===== config.mk =====
export PLATFORM = sky130hd
export DESIGN_NAME = mac_rx_buf_wr
export DESIGN_NICKNAME = d
export VERILOG_FILES = /design/src/rtl/mac_rx_buf_wr.sv
export SDC_FILE = /design/constraint.sdc
export NUM_CORES = 1
export LEC_CHECK = 0
export BUFFER_PORTS_ARGS = -buffer_cell sky130_fd_sc_hd__buf_4
export CORE_UTILIZATION = 55
export CTS_CLUSTER_SIZE = 10
export DETAILED_ROUTE_END_ITERATION = 7
export PLACE_DENSITY_LB_ADDON = 0.1
export SLEW_MARGIN = 20
export SYNTH_ARGS = -nofsm -noshare
export SYNTH_HDL_FRONTEND = slang
export SYNTH_SLANG_ARGS = --single-unit

===== constraint.sdc =====
create_clock -name mac_clk_i -period 9.45 [get_ports mac_clk_i]
set_input_delay 2.835 -clock mac_clk_i [delete_from_list [all_inputs] [get_ports mac_clk_i]]
set_output_delay 2.835 -clock mac_clk_i [all_outputs]
set_load 0.005 [all_outputs]

===== src/rtl/mac_rx_buf_wr.sv =====
`default_nettype none
// ============================================================================
// mac_rx_buf_wr : MAC RX frames -> circular 32-bit word buffer + descriptors
// Revision      : 1.0
// ============================================================================
module mac_rx_buf_wr #(
  parameter int DEPTH     = 4096,
  parameter int ADDR_W    = 12,
  parameter int MAX_BYTES = 9600
) (
  input  logic              mac_clk_i,
  input  logic              mac_rst_n_i,
  input  logic [31:0]       mac_rxd_i,
  input  logic [1:0]        mac_ben_i,
  input  logic              mac_rxda_i,
  input  logic              mac_rxsop_i,
  input  logic              mac_rxeop_i,
  input  logic              mac_rxdv_i,
  output logic              mac_rxrqrd_o,
  output logic              buf_we_o,
  output logic [ADDR_W-1:0] buf_waddr_o,
  output logic [31:0]       buf_wdata_o,
  input  logic [ADDR_W:0]   buf_rptr_i,
  output logic [ADDR_W:0]   buf_wptr_o,
  output logic              desc_valid_o,
  input  logic              desc_ready_i,
  output logic [ADDR_W-1:0] desc_start_o,
  output logic [15:0]       desc_len_o,
  output logic [15:0]       drop_cnt_o
);

  localparam logic [1:0] c_idle   = 2'd0;
  localparam logic [1:0] c_read   = 2'd1;
  localparam logic [1:0] c_drop   = 2'd2;
  localparam logic [1:0] c_commit = 2'd3;

  localparam int LEN_W = 18;
  localparam logic [ADDR_W:0]  c_depth   = (ADDR_W+1)'(DEPTH);
  localparam logic [LEN_W-1:0] c_max_len = LEN_W'(MAX_BYTES);

  logic [1:0]        r_state;
  logic [1:0]        w_next_state;
  logic              r_rqrd;
  logic [ADDR_W:0]   r_wptr_work;
  logic [ADDR_W:0]   r_wptr;
  logic [15:0]       r_word_cnt;
  logic [ADDR_W-1:0] r_frame_start;
  logic [15:0]       r_frame_len;
  logic              r_we;
  logic [ADDR_W-1:0] r_waddr;
  logic [31:0]       r_wdata;
  logic              r_desc_valid;
  logic [ADDR_W-1:0] r_desc_start;
  logic [15:0]       r_desc_len;
  logic [15:0]       r_drop_cnt;

  logic              w_started;
  logic              w_restart;
  logic [ADDR_W:0]   w_base_ptr;
  logic [15:0]       w_base_cnt;
  logic [ADDR_W:0]   w_base_used;
  logic [ADDR_W:0]   w_commit_used;
  logic              w_full;
  logic              w_idle_full;
  logic [LEN_W-1:0]  w_run_len;
  logic              w_accept;
  logic              w_overflow;
  logic              w_do_write;
  logic              w_good_eop;
  logic              w_bad_eop;
  logic              w_drop_eop;
  logic              w_load;
  logic [1:0]        w_drop_inc;
  logic [16:0]       w_drop_sum;

  always_ff @(posedge mac_clk_i or negedge mac_rst_n_i) begin
    if (!mac_rst_n_i) r_state <= c_idle;
    else              r_state <= w_next_state;
  end

  always_comb begin
    w_next_state = r_state;
    case (r_state)
      c_idle:   if (mac_rxda_i && !w_idle_full) w_next_state = c_read;
      c_read: begin
        if (w_good_eop)     w_next_state = c_commit;
        else if (w_bad_eop) w_next_state = c_idle;
        else if (w_overflow) w_next_state = c_drop;
      end
      c_drop:   if (w_drop_eop) w_next_state = c_idle;
      c_commit: if (w_load) w_next_state = c_idle;
      default:  w_next_state = c_idle;
    endcase
  end

  // A SOP arriving mid-frame restarts the frame from the committed pointer.
  always_comb begin
    w_started     = (r_word_cnt != 16'd0);
    w_restart     = (r_state == c_read) && mac_rxdv_i && mac_rxsop_i && w_started;
    w_base_ptr    = w_restart ? r_wptr : r_wptr_work;
    w_base_cnt    = mac_rxsop_i ? 16'd0 : r_word_cnt;
    w_base_used   = w_base_ptr - buf_rptr_i;
    w_commit_used = r_wptr - buf_rptr_i;
    w_full        = (w_base_used == c_depth);
    w_idle_full   = (w_commit_used == c_depth);
    w_run_len     = {w_base_cnt, 2'b00} +
                    (mac_rxeop_i ? (LEN_W'(mac_ben_i) + LEN_W'(1)) : LEN_W'(4));
    w_accept      = (r_state == c_read) && mac_rxdv_i && (w_started || mac_rxsop_i);
    w_overflow    = w_accept && (w_full || (w_run_len > c_max_len));
    w_do_write    = w_accept && !w_overflow;
    w_good_eop    = w_do_write && mac_rxeop_i;
    w_bad_eop     = w_overflow && mac_rxeop_i;
    w_drop_eop    = (r_state == c_drop) && mac_rxdv_i && mac_rxeop_i;
    w_load        = (r_state == c_commit) && (!r_desc_valid || desc_ready_i);
    w_drop_inc    = {1'b0, w_restart} + {1'b0, w_bad_eop} + {1'b0, w_drop_eop};
    w_drop_sum    = {1'b0, r_drop_cnt} + {15'd0, w_drop_inc};
  end

  always_ff @(posedge mac_clk_i or negedge mac_rst_n_i) begin
    if (!mac_rst_n_i) begin
      r_rqrd        <= 1'b0;
      r_wptr_work   <= '0;
      r_wptr        <= '0;
      r_word_cnt    <= '0;
      r_frame_start <= '0;
      r_frame_len   <= '0;
      r_we          <= 1'b0;
      r_waddr       <= '0;
      r_wdata       <= '0;
      r_desc_valid  <= 1'b0;
      r_desc_start  <= '0;
      r_desc_len    <= '0;
      r_drop_cnt    <= '0;
    end else begin
      r_rqrd     <= (w_next_state == c_read) || (w_next_state == c_drop);
      r_we       <= w_do_write;
      r_drop_cnt <= w_drop_sum[16] ? 16'hFFFF : w_drop_sum[15:0];
      if (w_do_write) begin
        r_waddr <= w_base_ptr[ADDR_W-1:0];
        r_wdata <= mac_rxd_i;
      end
      case (r_state)
        c_idle: begin
          r_wptr_work <= r_wptr;
          r_word_cnt  <= '0;
        end
        c_read: begin
          if (w_do_write) begin
            r_wptr_work <= w_base_ptr + (ADDR_W+1)'(1);
            r_word_cnt  <= w_base_cnt + 16'd1;
            if (mac_rxsop_i) r_frame_start <= w_base_ptr[ADDR_W-1:0];
            if (mac_rxeop_i) r_frame_len   <= w_run_len[15:0];
          end else if (w_restart || w_bad_eop) begin
            r_wptr_work <= r_wptr;
          end
        end
        c_drop:   if (w_drop_eop) r_wptr_work <= r_wptr;
        c_commit: if (w_load) r_wptr <= r_wptr_work;
        default: ;
      endcase
      if (w_load) begin
        r_desc_valid <= 1'b1;
        r_desc_start <= r_frame_start;
        r_desc_len   <= r_frame_len;
      end else if (r_desc_valid && desc_ready_i) begin
        r_desc_valid <= 1'b0;
      end
    end
  end

  assign mac_rxrqrd_o = r_rqrd;
  assign buf_we_o     = r_we;
  assign buf_waddr_o  = r_waddr;
  assign buf_wdata_o  = r_wdata;
  assign buf_wptr_o   = r_wptr;
  assign desc_valid_o = r_desc_valid;
  assign desc_start_o = r_desc_start;
  assign desc_len_o   = r_desc_len;
  assign drop_cnt_o   = r_drop_cnt;

endmodule
`default_nettype wire


==> impl_metrics.tcl <==
set metrics [dict create \
    status "complete, no violations" \
    area_delta_synth_final_pct 20.3 \
    cp.arrival_ns 8.11 \
    wl_per_cell_um 17.3 \
    endpoint "drop_cnt_o[1]" \
    overflow 0 \
    grt.total_usage_pct 27.8 \
    synth.avg_cell_area_um2 9.52 \
    worst_pin_slew_ns 1.00 \
    min_path_type "register to register" \
    clk_latency_ns 0.43 \
    fp-row-count 46 \
    postRouteAntennaNets 0 \
    min_period_ns 7.77 \
    coreArea_mm2 0.0161 \
    dr.pass1.iters 5 \
    nets 1186 \
    syn_nets 1054 \
    slew_viol_final 0 \
    critPathLaunch "mac_rxsop_i" \
    synth-seq-cells 163 \
    via_per_inst 5.85 \
    hold_violations 0 \
    ys.flop_type "dfrtp_1" \
    postCtsHoldBufs 0 \
    critPathMaxFanout 36 \
    tns_ns 0 \
    fin_skew_ns 0.00942 \
    cts_root_buf "clkbuf_16" \
    clk_path_buf_depth 2 \
    rrSetupSlack_ns 3.15 \
    cts_max_level 4 \
    r2r_cells 22 \
    routabilityCongestion 0.892 \
    r2r_start "r_state[0]" \
    r2r_end "drop_cnt_o[1]" \
    grt_pass1_wl_mm 38.2 \
    dieArea_mm2 0.0173 \
    syn_area_mm2 0.00920 \
    fillers 1354 \
    cts_tree "done" \
    drv_cap 0 \
    die_width_um 131 \
    ys_seq_area_share_pct 44.3 \
    vias 7771 \
    pin_count 158 \
    postSynthCellCount 967 \
    cts.clk_slew.worst_paths_ns 0.06 \
    yosys_warnings 0 \
    port-buffer-count 157 \
    critPathRequiredTime_ns 9.79 \
    postCtsSetupRepairBufs 0 \
    p_per_area_mw_per_mm2 254 \
    dpl.hpwl_mm 15.8 \
    synthArstFlopShare_pct 100 \
    rsz0062_at_grt "false" \
    setup_viol 0 \
    end_kind "register" \
    drive_gt1_share_pct 24.6 \
    grt_pass1_vias 7568 \
    whs_ns 0.474 \
    antenna_cells 0 \
    clock-sinks 163 \
    wirelength_mm 23.0 \
    synth_cell_types 80 \
    grt_antenna_before_repair 0 \
    max_slew_margin_pct 33.3 \
    drc_errors 0 \
    dieHeight_um 131 \
    synth_edf_count 0 \
    leakage_nw 5.55 \
    ctsResizeCount 0 \
    vdd_ir_drop_max_v 0.000164 \
    fmax_ghz 0.129 \
    critPathLaunchType "input port" \
    critPathKind "input port to register" \
    cts_buffers 17 \
    start_util_pct 57.1 \
    drt_iter0_drc 619 \
    finalCritPeriodShare_pct 82.2 \
    grt_max_degree 89 \
]
[cell usage after synthesis (all sizes together), types with 3 or more instances]
| master | n | share of area [%] |
|---|---|---|
| xnor2 | 16 | 1.5 |
| a2bb2oi | 4 | 0.38 |
| a31o | 3 | 0.29 |
| buf | 26 | 1.7 |
| ha | 31 | 4.2 |
| nand2 | 194 | 8.0 |
| o21ai | 61 | 3.3 |
| mux2 | 69 | 8.4 |
| nand3 | 22 | 1.4 |
| dfrtp | 163 | 44 |
| nand3b | 6 | 0.49 |
| a21o | 10 | 0.82 |
| or4 | 5 | 0.41 |
| nand4 | 12 | 1.0 |
| o21a | 5 | 0.41 |
| nor2b | 12 | 0.82 |
| or2 | 5 | 0.34 |
| xor2 | 13 | 1.2 |
| and3 | 15 | 1.0 |
| nor2 | 50 | 2.0 |
| nor3 | 19 | 1.2 |
| mux2i | 11 | 1.2 |
| inv | 29 | 1.2 |
| o22ai | 4 | 0.27 |
| a21oi | 26 | 1.4 |
| and2 | 13 | 0.88 |
| o2111a | 3 | 0.37 |
| o211ai | 22 | 1.8 |
| a211oi | 5 | 0.41 |
| a31oi | 15 | 1.0 |
| nand2b | 12 | 0.82 |
| a22oi | 6 | 0.49 |
| nor4 | 8 | 0.75 |
| or3 | 8 | 0.54 |
| clkbuf | 23 | 0.94 |
| o31ai | 8 | 0.65 |
[placed cells by master (no fill, tap or decap), types with 18 or more instances in the layout]
cell type	netlist	layout
nand2_1	192	192
dfrtp_1	163	163
buf_4	2	161
mux2_2	58	58
nor2_1	50	50
o21ai_0	45	45
ha_1	31	31
inv_1	27	27
a21oi_1	26	25
o211ai_1	22	22
nand3_1	19	19
nor3_1	18	18
[sequential cells by signal (all words and copies together) (netlist names), 13 cells and up]
register	cells
buf_wptr_o	13
drop_cnt_o	16
desc_len_o	16
r_wptr_work	13
r_frame_len	16
r_word_cnt	16
buf_wdata_o	32
[area by class of cell]
cell class | count | area (um2) | share of cell area (%)
inverter | 29 | 110 | 0.995
clock buffer | 21 | 460 | 4.16
timing repair buffer | 162 | 1220 | 11.0
tap | 216 | 270 | 2.44
sequential | 163 | 4080 | 36.8
multi-input combinational | 726 | 4780 | 43.2
clock inverter | 11 | 149 | 1.35
[report_power, final]
group          switching (mW)  leakage [nW]  internal, mW
Combinational           0.601          3.08         0.463
Sequential              0.162          2.17         0.869
Clock                   0.285         0.302         0.432
Total                    1.05          5.55          1.76
[kinds of logic (layout without fill, tap and decap cells)]
family                     count (synthesis)  after routing  share of synthesized area [%]
adders and majority gates                 33             33                           4.65
AOI/OAI and AO/OA                        197            197                           14.4
and+or+nand+nor                          387            387                           20.4
buffers and inverters                     78            223                           3.83
xor gates and xnor gates                  29             29                           2.76
DFF                                      163            163                           44.3
muxes                                     80             80                           9.64
[worst max-delay path: stages]
cell	delay (ns)
buf_4	0.28
and3_1	0.32
nand2_4	0.27
inv_1	0.23
nand2_1	0.07
nand2_1	0.13
ha_1	0.26
nor2b_1	0.17
o2111a_1	0.27
or4_1	0.40
o211ai_1	0.17
o2111a_1	0.26
nand3_2	0.19
and2_1	0.24
nor2_1	0.20
ha_1	0.24
fa_1	0.20
and2_0	0.29
nand3_1	0.14
nor2_1	0.18
nand4_1	0.48
nand2b_1	0.25
[how the worst min path moves through the flow]
stage	start	to	slack, ns	depth (start not counted)
4_1_cts	buf_wdata_o[20]	buf_wdata_o[20]	0.48	2
3_3_place_gp	buf_wdata_o[8]	buf_wdata_o[8]	0.46	2
5_1_grt	buf_wdata_o[17]	buf_wdata_o[17]	0.50	2
2_1_floorplan	r_frame_len[11]	r_frame_len[11]	0.44	2
6_report	buf_wdata_o[19]	buf_wdata_o[19]	0.47	2
3_5_place_dp	buf_wdata_o[20]	buf_wdata_o[20]	0.46	2
[per-stage QoR]
stage	utilization [%]	instance area (um2)	cells	total power [mW]	setup WS [ns]
2_1_floorplan	-	9200	967	1.70	2.00
3_3_place_gp	64.9	10500	1296	2.08	1.53
3_5_place_dp	64.9	10500	1296	2.10	1.40
4_1_cts	68.7	11100	1328	2.82	1.77
5_1_grt	68.7	11100	1328	2.99	1.33
6_report	68.7	11100	1328	2.81	1.68
[layer usage]
metal | global-route usage, % | up-vias | wire length (um)
met5 | 0 | - | 0
met4 | 10.9 | 0 | 642
met3 | 5.56 | 49 | 1060
met2 | 47.7 | 218 | 11600
met1 | 34.3 | 3819 | 9700
li1 | - | 3685 | -
No activity file was read; power rests on OpenSTA's default activity.
